$ cat src/rtl/forward_ctrl_unit.sv
// forward_ctrl_unit: EX-stage operand forwarding selects, load-use stall
// request and a saturating stall-cycle counter for the five-stage pipeline.
module forward_ctrl_unit #(
    parameter int REG_ADDR_W = 5,
    parameter int CNT_W      = 16
) (
    input  logic                  clk_i,
    input  logic                  rst_i,
    input  logic                  ID_Valid_i,
    input  logic [REG_ADDR_W-1:0] ID_RS1_i,
    input  logic [REG_ADDR_W-1:0] ID_RS2_i,
    input  logic [REG_ADDR_W-1:0] ID_RD_i,
    input  logic                  ID_RegWrite_i,
    input  logic                  ID_MemRead_i,
    input  logic                  Flush_i,
    output logic [1:0]            ForwardA_o,
    output logic [1:0]            ForwardB_o,
    output logic                  Stall_o,
    output logic [CNT_W-1:0]      StallCount_o
);

    typedef struct packed {
        logic [REG_ADDR_W-1:0] rs1;
        logic [REG_ADDR_W-1:0] rs2;
        logic [REG_ADDR_W-1:0] rd;
        logic                  reg_write;
        logic                  mem_read;
    } ex_t;

    ex_t                   ex_q;
    ex_t                   ex_d;
    logic [REG_ADDR_W-1:0] mem_rd_q;
    logic                  mem_rw_q;
    logic [REG_ADDR_W-1:0] wb_rd_q;
    logic                  wb_rw_q;
    logic [CNT_W-1:0]      stall_cnt_q;
    logic                  stall;

    // MEM result is newer than WB, so it wins when both match; x0 never forwards
    function automatic logic [1:0] fwd_sel(
        input logic [REG_ADDR_W-1:0] rs,
        input logic [REG_ADDR_W-1:0] m_rd,
        input logic                  m_rw,
        input logic [REG_ADDR_W-1:0] w_rd,
        input logic                  w_rw
    );
        logic [1:0] sel;
        sel = 2'b00;
        if (m_rw && (m_rd != '0) && (m_rd == rs)) begin
            sel = 2'b10;
        end else if (w_rw && (w_rd != '0) && (w_rd == rs)) begin
            sel = 2'b01;
        end
        return sel;
    endfunction

    // load in EX whose destination is read by the real instruction in ID
    always_comb begin
        stall = ID_Valid_i && ex_q.mem_read && (ex_q.rd != '0) &&
                ((ex_q.rd == ID_RS1_i) || (ex_q.rd == ID_RS2_i));
    end

    // operand selects for the instruction currently in EX
    always_comb begin
        ForwardA_o = fwd_sel(ex_q.rs1, mem_rd_q, mem_rw_q, wb_rd_q, wb_rw_q);
        ForwardB_o = fwd_sel(ex_q.rs2, mem_rd_q, mem_rw_q, wb_rd_q, wb_rw_q);
    end

    // next EX contents: a bubble on flush, stall or empty decode slot
    always_comb begin
        ex_d = '0;
        if (ID_Valid_i && !Flush_i && !stall) begin
            ex_d.rs1       = ID_RS1_i;
            ex_d.rs2       = ID_RS2_i;
            ex_d.rd        = ID_RD_i;
            ex_d.reg_write = ID_RegWrite_i;
            ex_d.mem_read  = ID_MemRead_i;
        end
    end

    // shadow pipeline of destination/write-enable fields
    always_ff @(posedge clk_i or posedge rst_i) begin
        if (rst_i) begin
            ex_q     <= '0;
            mem_rd_q <= '0;
            mem_rw_q <= 1'b0;
            wb_rd_q  <= '0;
            wb_rw_q  <= 1'b0;
        end else begin
            ex_q     <= ex_d;
            mem_rd_q <= ex_q.rd;
            mem_rw_q <= ex_q.reg_write;
            wb_rd_q  <= mem_rd_q;
            wb_rw_q  <= mem_rw_q;
        end
    end

    // saturating count of stalled cycles
    always_ff @(posedge clk_i or posedge rst_i) begin
        if (rst_i) begin
            stall_cnt_q <= '0;
        end else if (stall && (stall_cnt_q != '1)) begin
            stall_cnt_q <= stall_cnt_q + 1'b1;
        end
    end

    assign Stall_o      = stall;
    assign StallCount_o = stall_cnt_q;

endmodule

$ cat config.mk
export PLATFORM = sky130hd
export DESIGN_NAME = forward_ctrl_unit
export DESIGN_NICKNAME = d
export VERILOG_FILES = /design/src/rtl/forward_ctrl_unit.sv
export SDC_FILE = /design/constraint.sdc
export NUM_CORES = 1
export LEC_CHECK = 0
export BUFFER_PORTS_ARGS = -buffer_cell sky130_fd_sc_hd__buf_2
export CORE_MARGIN = 2
export CORE_UTILIZATION = 45
export CTS_CLUSTER_DIAMETER = 60
export CTS_CLUSTER_SIZE = 24
export DETAILED_ROUTE_END_ITERATION = 7
export GPL_ROUTABILITY_DRIVEN = 0
export PLACE_DENSITY = 0.77
export SETUP_SLACK_MARGIN = 0.3
export SKIP_LAST_GASP = 1
export SLEW_MARGIN = 20
export SYNTH_ARGS = -nofsm -noshare
export SYNTH_HDL_FRONTEND = slang
export SYNTH_SLANG_ARGS = --single-unit
$ cat constraint.sdc
create_clock -name clk_i -period 5.95 [get_ports clk_i]
set_input_delay 0.595 -clock clk_i [delete_from_list [all_inputs] [get_ports clk_i]]
set_output_delay 0.595 -clock clk_i [all_outputs]
set_load 0.02 [all_outputs]
Yosys cells after proc, flatten, opt, wreduce, memory -nomap -nowiden
Index checks and enable logic that the tools add are counted.
Widths: inputs -> output; s select.

word-level totals
  bits in registers = 45
  input bits = 21
  output and inout port bits = 21
  word-level logic and storage cells = 41

cells by class
  $add $sub $neg = 1
  equality and inequality tests = 7
  multiplexer cells = 5
  reduce and logical (&&, ||, !) cells = 18

operator list
  cell                   count
  $eq 5x5->1             6
  $mux 17                1
  $add 16x1->16 const B  1
  $ne 16x16->1 const B   1
  $reduce_bool 5->1      3
  $logic_and 1x1->1      12
  $mux 2                 2
  $logic_not 1->1        2
  $mux 1                 2
  $logic_or 1x1->1       1

Logic depth before layout (Yosys ltp)
Gate-level depths: netlist of run 1.

  depth after elaboration = 6
  mapped depth = 7
  mapped depth without buffers = 6

Worst setup path before layout of run 1
No wires, ideal clock.

  kind = reg-to-output
  from = register mem_rd_q[1]
  to = output ForwardA_o[0]
  data arrival time = 2016 ps
  data required time = 5355 ps
  slack = 3339 ps
  stages on the path, launching flop included = 5
  buffers on the path = 0
  cells stage by stage = dfrtp_1 > or4_1 > o21ai_0 > nor4_1 > nor4_1

on the way
  cells in the longest elaborated chain, start to end = 4
  elaborated cells between the ends (all ways) = 5
  classes of those cells = eq/ne: 1; mux: 1; reduce/logical: 3

RTL lines
  what                    line  RTL
  start, declared         32    logic [REG_ADDR_W-1:0] mem_rd_q;
  start signal, assigned  91    mem_rd_q <= ex_q.rd;
  $reduce_bool 5->1       49    if (m_rw && (m_rd != '0) && (m_rd == rs)) begin
  $logic_and 1x1->1       49
  $logic_and 1x1->1 *     49
  $mux 2 *                49
  end, declared           16    output logic [1:0] ForwardA_o,

Every way passes the cells marked *; elsewhere a longest branch is shown, timed or not.

Worst setup path in the final report of run 1
  from = register mem_rd_q[1]
  to = output ForwardB_o[0]

on the way
  cells in the longest elaborated chain, start to end = 4
  elaborated cells between the ends (all ways) = 5
  classes of those cells = eq/ne: 1; mux: 1; reduce/logical: 3

RTL lines
  what                 line  RTL
  $reduce_bool 5->1    49
  $logic_and 1x1->1    49
  $logic_and 1x1->1 *  49
  $mux 2 *             49
  end, declared        17    output logic [1:0] ForwardB_o,

Marks and branches as above.

==> impl_metrics.yaml, run 1 <==
synth:
  synth_warnings: 0
  netlist_area_um2: 2070
  synth_cell_types: 31
  yosysTopAreaCell: "dfrtp_1"
  syn_inst: 179
  ys_seq_area_share_pct: 54.4
  synth_seq_cells: 45
  synth_top_area_share_pct: 54.4
  synth.area.top_cells: "dfrtp_1, xnor2_1, xor2_1"
  syn_area_per_cell_um2: 11.6
  syn_nets: 201
setup_path:
  critPathArrivalTime_ps: 2130
  crit_fanout: 4
  required_ps: 5360
  end_kind: "output pin"
  reg2reg_from: "StallCount_o[0]"
  r2r_cells: 6
  crit_type: "register to output pin"
  startpoint_type: "register"
  r2r-end: "StallCount_o[1]"
  rrSetupSlack_ps: 3740
  setup.worst_path.start: "mem_rd_q[1]"
min_path:
  hold_path.class: "register to register"
  whs_path_depth: 0
  min_from: "ex_q[1]"
  hold_end: "mem_rw_q"
timing:
  timing.setup.tns_ps: 0
  rsz0062_at_grt: "false"
  worst_pin_slew_ps: 716
  finClkSkew_ps: 2.88
  setup_viol: 0
  finalHoldViolCount: 0
  final-max-slew-violation-count: 0
  fin_crit_ps: 2720
  max_slew_margin_pct: 52.3
  period_share_pct: 45.7
  fmax_ghz: 0.367
power:
  p_sw_uw: 130
  p_leak_nw: 1.22
  ir_drop_mv: 0.130
  clockPowerShare_pct: 38.8
  p_total_uw: 602
  sw_frac_of_total_pct: 21.6
  comb_power_share_pct: 7.4
  p_int_uw: 472
  p_per_area_nw_per_um2: 246
  seq_power_share_pct: 53.7
clocking:
  cts_sinks: 45
  cts_inserted_buffers: 5
  postCtsSetupBuffers: 0
  insertion_delay_ps: 300
  ctsHoldBuffers: 0
  cts_root_buffer: "clkbuf_8"
  clk_pin_slew_worst_paths_ps: 80
  cts-resized-gates: 0
  cts_tree: "done"
  htree_levels: 2
  clock_path_buffers: 2
route:
  drc: 0
  wl_per_cell_um: 13.9
  drt_pass1_iterations: 4
  wirelength_mm: 3.86
  drt_iter0_drc: 61
  vias: 1449
  ant_nets: 0
  vias_per_cell: 5.21
global_route:
  grt_max_degree: 46
  grt_use_total_pct: 17.1
  grt_overflow: 0
  grt_pass1_wl_mm: 6.64
  antenna_found_initial: 0
  grt_pass1_vias: 1467
floorplan:
  dieArea_um2: 5150
  num_io_pins: 42
  fp.dieW_um: 71.8
  die_h_um: 71.8
  core_area_um2: 4380
  rows: 24
  start_util_pct: 47.2
final_layout:
  synthToLayoutAreaGrowth_pct: 18.1
  layout_common_cells: "dfrtp_1, buf_2, xnor2_1"
  final_util_pct: 55.7
  final_common_cell: "dfrtp_1"
  antennaDiodeCount: 0
  drive_above_1_share_pct: 24.8
  fin_nets: 247
run_status:
  status: "finished clean"
placed_design:
  io_buffers: 41
  dpl.hpwl_mm: 2.90
run:
  drv_cap: 0
==> stage by stage <==
stage               hold WS (ps)  worst slack (ps)  cells  cell area, µm²
floorplan                    331              3340    179            2070
global placement             336              3450    270            2330
detailed placement           346              3400    270            2330
CTS                          362              3250    278            2440
global route                 394              3130    278            2440
finish                       360              3230    278            2440
==> sequential cells by signal, indices dropped and copies added (netlist names) <==
name          count
wb_rw_q           1
ex_q             17
wb_rd_q           5
StallCount_o     16
mem_rw_q          1
mem_rd_q          5
==> cell type report <==
class	count	area (µm²)
fillers	377	1940
flip-flops and latches	45	1130
multi-input cells	129	916
repair buffers	42	213
clock buffers	7	86.3
well taps	52	65.1
clock inverters	1	30.0
inverters	2	7.51
==> critical path, cell delays in order (launching register included) <==
cell,delay (ps)
dfrtp_1,430
or4_1,520
o21ai_0,240
nor4_1,130
nor4_1,290
buf_2,210
==> synth_stat cells (all sizes together) <==
| cell | number |
|---|---|
| nand2b | 1 |
| xor2 | 14 |
| nand4b | 1 |
| buf | 1 |
| nor3 | 2 |
| and3 | 4 |
| or4 | 5 |
| inv | 2 |
| nand4 | 7 |
| a21oi | 1 |
| o22ai | 1 |
| ha | 1 |
| mux2 | 2 |
| nor2 | 3 |
| dfrtp | 45 |
| or3 | 1 |
| and4 | 3 |
| o311a | 1 |
| a31oi | 2 |
| and2 | 19 |
| xnor2 | 29 |
| nor4 | 5 |
| nand3 | 14 |
| nand3b | 1 |
| clkbuf | 2 |
| o21ai | 2 |
| nand2 | 9 |
| o2111ai | 1 |
==> layer usage <==
layer	wire (µm)	vias up	global-route usage [%]	share of wire, %
li1	-	720	-	-
met1	1730	687	22.2	45
met2	1880	36	26.1	49
met3	168	6	4.92	4.4
met4	87	0	9.01	2.3
met5	0	-	0	0
==> power groups by stage <==
stage | Clock [mW] | Sequential [mW] | Combinational [mW]
finish | 0.234 | 0.324 | 0.0446
global route | 0.255 | 0.325 | 0.0506
detailed placement | 0 | 0.330 | 0.0452
CTS | 0.240 | 0.324 | 0.0455
global placement | 0 | 0.330 | 0.0444
floorplan | 0 | 0.329 | 0.0297
==> how the worst max path moves through the flow <==
stage	cells past startpoint	end	slack, ps
after CTS	5	ForwardB_o[0]	3250
after global routing	5	ForwardA_o[0]	3130
final	5	ForwardB_o[0]	3230
after global placement	6	Stall_o	3450
after floorplan	4	ForwardA_o[0]	3340
after detailed placement	6	Stall_o	3400
==> kinds of logic after synthesis <==
| group | Yosys count | synth area share (%) |
|---|---|---|
| and+or+nand+nor | 75 | 21.4 |
| buffers and inverters | 5 | 1.27 |
| muxes | 2 | 1.09 |
| xor gates and xnor gates | 43 | 18.2 |
| AOI/OAI and AO/OA | 8 | 3.02 |
| DFF | 45 | 54.4 |
| adders and majority gates | 1 | 0.605 |
Note: power is estimated with default switching activity, not from simulation.
==> run 2: changes to the inputs <==
- PLACE_DENSITY: 0.77 -> 0.8
- clock period: 5.95 -> 2.2 ns (I/O delays scaled with it)
==> impl_metrics.yaml, run 2 (same netlist as run 1, synthesis figures left out) <==
clocking:
  cts_sinks: 45
  insertion_delay_ps: 300
  htree_levels: 2
  cts_tree: "done"
  clk_pin_slew_worst_paths_ps: 90
  cts_root_buffer: "clkbuf_8"
  cts_inserted_buffers: 5
  clock_path_buffers: 2
floorplan:
  num_io_pins: 42
  start_util_pct: 47.2
  rows: 24
  core_area_um2: 4380
  fp.dieW_um: 71.8
  dieArea_um2: 5150
  die_h_um: 71.8
power:
  p_per_area_nw_per_um2: 609
  ir_drop_mv: 0.424
  p_leak_nw: 1.35
route:
  vias: 1567
  drt_pass1_iterations: 4
  drc: 0
  wl_per_cell_um: 14.9
  ant_nets: 0
  drt_iter0_drc: 69
  vias_per_cell: 5.21
  wirelength_mm: 4.48
timing:
  fin_crit_ps: 2120
  finClkSkew_ps: 7.95
  fmax_ghz: 0.472
  timing.setup.tns_ps: 0
  final-max-slew-violation-count: 0
  rsz0062_at_grt: "true"
  max_slew_margin_pct: 47.0
  worst_pin_slew_ps: 790
  period_share_pct: 96.3
  finalHoldViolCount: 0
  setup_viol: 0
setup_path:
  setup.worst_path.start: "mem_rd_q[1]"
  critPathArrivalTime_ps: 1900
  reg2reg_from: "ex_q[2]"
  r2r_cells: 8
  required_ps: 1980
  crit_type: "register to output pin"
  startpoint_type: "register"
  crit_fanout: 2
  r2r-end: "StallCount_o[15]"
  rrSetupSlack_ps: 350
  end_kind: "output pin"
global_route:
  grt_max_degree: 25
  grt_overflow: 0
  grt_pass1_vias: 1442
  grt_pass1_wl_mm: 6.98
  grt_use_total_pct: 17.7
  antenna_found_initial: 0
final_layout:
  multiInputGateArea_um2: 1030
  drive_above_1_share_pct: 41.0
  final_util_pct: 63.2
  synthToLayoutAreaGrowth_pct: 34.1
  regArea_um2: 1130
  nFillCells: 331
  top_register: "ex_q"
  antennaDiodeCount: 0
  fin_nets: 270
  layout_common_cells: "buf_2, dfrtp_1, xnor2_1"
  largest_reg_flops: 17
  final_common_cell: "buf_2"
  final_cell_area_um2: 2770
min_path:
  whs_path_depth: 2
  min_from: "ID_MemRead_i"
  hold_path.class: "input pin to register"
  hold_end: "ex_q[0]"
placed_design:
  dpl_cell_area_um2: 2390
  io_buffers: 41
  dpl.hpwl_mm: 2.99
run:
  drv_cap: 0
run_status:
  status: "finished clean"
run 2: final cells by class:
type | count | share of cell area, %
Multi-Input combinational cell | 129 | 37.2
Clock inverter | 3 | 1.71
Timing Repair Buffer | 65 | 15.0
Tap cell | 52 | 2.35
Clock buffer | 5 | 2.48
Inverter | 2 | 0.271
Sequential cell | 45 | 40.9
run 2: worst max path at each step:
| stage | slack, ps | endpoint | cells past startpoint |
|---|---|---|---|
| floorplan | 300 | ForwardA_o[0] | 4 |
| detailed placement | 220 | StallCount_o[1] | 5 |
| global placement | 250 | StallCount_o[1] | 5 |
| finish | 80 | ForwardB_o[0] | 5 |
| global route | -30 | ForwardA_o[0] | 5 |
| CTS | 60 | ForwardA_o[0] | 5 |
run 2: repair_timing:
action	4_1_cts	5_1_grt
hold buffers	1	0
gates resized for setup	12	13
endpoints found under the hold margin	22	0
pin swaps	7	9
endpoints found under the setup margin	6	26
gates cloned	0	0
buffers inserted	12	6
run 2: critical path: stages, from the launching register on:
cell and delay, ps:
dfrtp_1 400, or4_4 550, o21ai_4 150, nor4_2 80, nor4_2 250, buf_4 180
run 2: layer usage:
| metal | vias up | part of all wire, % | GRT usage [%] |
|---|---|---|---|
| met2 | 43 | 50 | 28.2 |
| li1 | 762 | - | - |
| met4 | 0 | 1.6 | 6.71 |
| met5 | - | 0 | 0 |
| met1 | 753 | 44 | 24.2 |
| met3 | 9 | 4.2 | 3.23 |
run 2: power breakdown:
group | switching, mW | total (mW) | internal (mW)
sequential | 0.0254 | 0.876 | 0.850
clock | 0.293 | 0.639 | 0.346
combinational | 0.0846 | 0.175 | 0.0899
run 2: per-stage QoR:
step | worst slack (ps) | cells | power (mW) | hold WS, ps
floorplan | 298 | 179 | 0.973 | 331
global placement | 253 | 274 | 1.02 | 299
detailed placement | 223 | 274 | 1.02 | 301
CTS | 56.0 | 295 | 1.68 | 110
global route | -29.0 | 301 | 1.75 | 106
finish | 81.5 | 301 | 1.69 | 117
==> run 3: changes to the inputs <==
- ABC_CLOCK_PERIOD_IN_PS: not set -> 2200
- CORE_UTILIZATION: 45 -> 49
- PLACE_DENSITY: 0.8 -> 0.85
==> impl_metrics.yaml, run 3 (same netlist as run 1, synthesis figures left out) <==
route:
  drt_pass1_iterations: 4
  ant_nets: 0
  drc: 0
  wl_per_cell_um: 15.1
  vias_per_cell: 5.29
  wirelength_mm: 4.36
  vias: 1524
  drt_iter0_drc: 56
global_route:
  grt_pass1_wl_mm: 6.82
  grt_pass1_vias: 1461
  grt_overflow: 0
  grt_use_total_pct: 19.8
  antenna_found_initial: 0
  grt_max_degree: 46
run_status:
  status: "finished clean"
timing:
  finalHoldViolCount: 0
  fmax_ghz: 0.462
  hold_ws_ps: 65.7
  final-max-slew-violation-count: 0
  fin_crit_ps: 2160
  rsz0062_at_grt: "true"
  max_slew_margin_pct: 64.1
  finClkSkew_ps: 5.07
  worst_pin_slew_ps: 539
  setup_viol: 0
  period_share_pct: 98.3
power:
  p_leak_nw: 1.26
  p_total_mw: 1.51
  ir_drop_mv: 0.420
  p_per_area_nw_per_um2: 573
setup_path:
  cp_common_cell: "nor4_2"
  r2r-end: "StallCount_o[1]"
  setup.worst_path.start: "mem_rd_q[2]"
  path_delay_family: "simple AND/OR/NAND/NOR gates"
  r2r_cells: 5
  required_ps: 1980
  rrSetupSlack_ps: 370
  critPathArrivalTime_ps: 1940
  crit_path_end: "ForwardB_o[0]"
  cp_slowest_cell: "or4_4"
  crit_chain: "or4_4, o21ai_4, nor4_2, nor4_2, buf_4"
  reg2reg_from: "ex_q[3]"
  cp_num_cells: 5
  critical_path_buf_inv_count: 1
  crit_fanout: 2
  slowest_delay_ps: 540
  crit_type: "register to output pin"
  startpoint_type: "register"
  end_kind: "output pin"
clocking:
  cts_root_buffer: "clkbuf_8"
  htree_levels: 2
  clock_path_buffers: 2
  ctsHoldBuffers: 0
  cts_sinks: 45
  cts_tree: "done"
  insertion_delay_ps: 290
  clk_pin_slew_worst_paths_ps: 80
  cts_inserted_buffers: 5
floorplan:
  core_area_um2: 4030
  rows: 23
  die_h_um: 69.0
  dieArea_um2: 4760
  fp.dieW_um: 69.0
  num_io_pins: 42
  start_util_pct: 51.3
run:
  drv_cap: 0
final_layout:
  antennaDiodeCount: 0
  synthToLayoutAreaGrowth_pct: 27.3
  nFillCells: 321
  layout_common_cells: "dfrtp_1, buf_2, xnor2_1"
  final_util_pct: 65.4
  largest_reg_flops: 17
  top_register: "ex_q"
  drive_above_1_share_pct: 37.8
  final_cell_area_um2: 2630
  fin_nets: 259
placed_design:
  io_buffers: 41
  dpl.hpwl_mm: 2.98
  dpl_cell_area_um2: 2370
min_path:
  hold_path.class: "input pin to async pin"
run 3: layout make-up:
cell class              instances  area [µm²]  area share (%)
well taps                      50        62.6            2.38
flip-flops and latches         45        1140            43.1
multi-input cells             129        1030            39.0
clock buffers                   6        72.6            2.76
clock inverters                 2        10.0           0.380
inverters                       2        7.51           0.285
repair buffers                 54         317            12.0
run 3: worst register-to-register path, delay by kind of cell (launching register included):
family	cells	cell delay (ps)
compound gates	1	350
mux	1	320
simple gates	3	640
flops	1	420
run 3: worst min path at each step:
stage | to | cells past startpoint | startpoint | slack, ps
global route | wb_rw_q | 3 | rst_i | 120
finish | StallCount_o[13] | 3 | rst_i | 70
detailed placement | wb_rw_q | 0 | mem_rw_q | 370
floorplan | mem_rw_q | 0 | ex_q[1] | 330
global placement | mem_rw_q | 0 | ex_q[1] | 360
CTS | StallCount_o[14] | 3 | rst_i | 80
run 3: metal layers:
layer | part of all wire (%) | wire length [µm] | vias up | global-route usage [%]
met1 | 42 | 1840 | 744 | 26.4
met5 | 0 | 0 | - | 0
li1 | - | - | 738 | -
met3 | 3.7 | 161 | 6 | 3.57
met2 | 53 | 2310 | 36 | 33.2
met4 | 0.87 | 38 | 0 | 5.88
run 3: through the flow:
stage	instances	setup TNS (ps)	worst slack, ps
after floorplan	179	0	298
after global routing	288	-44.5	-44.5
after CTS	285	0	60.8
final	288	0	37.7
after detailed placement	269	0	232
after global placement	269	0	270
run 3: what timing repair did:
action,4_1_cts,5_1_grt
hold endpoints to repair,0,0
setup buffers,8,3
pin swaps,4,6
setup endpoints to repair,23,18
gates resized for setup,14,8
run 3: where the power goes:
part / switching, mW / leakage [nW] / internal, mW / total [mW]
logic: 0.0816 / 0.619 / 0.0786 / 0.160
registers: 0.0263 / 0.600 / 0.850 / 0.877
clock network: 0.251 / 0.0450 / 0.220 / 0.471
total: 0.359 / 1.26 / 1.15 / 1.51
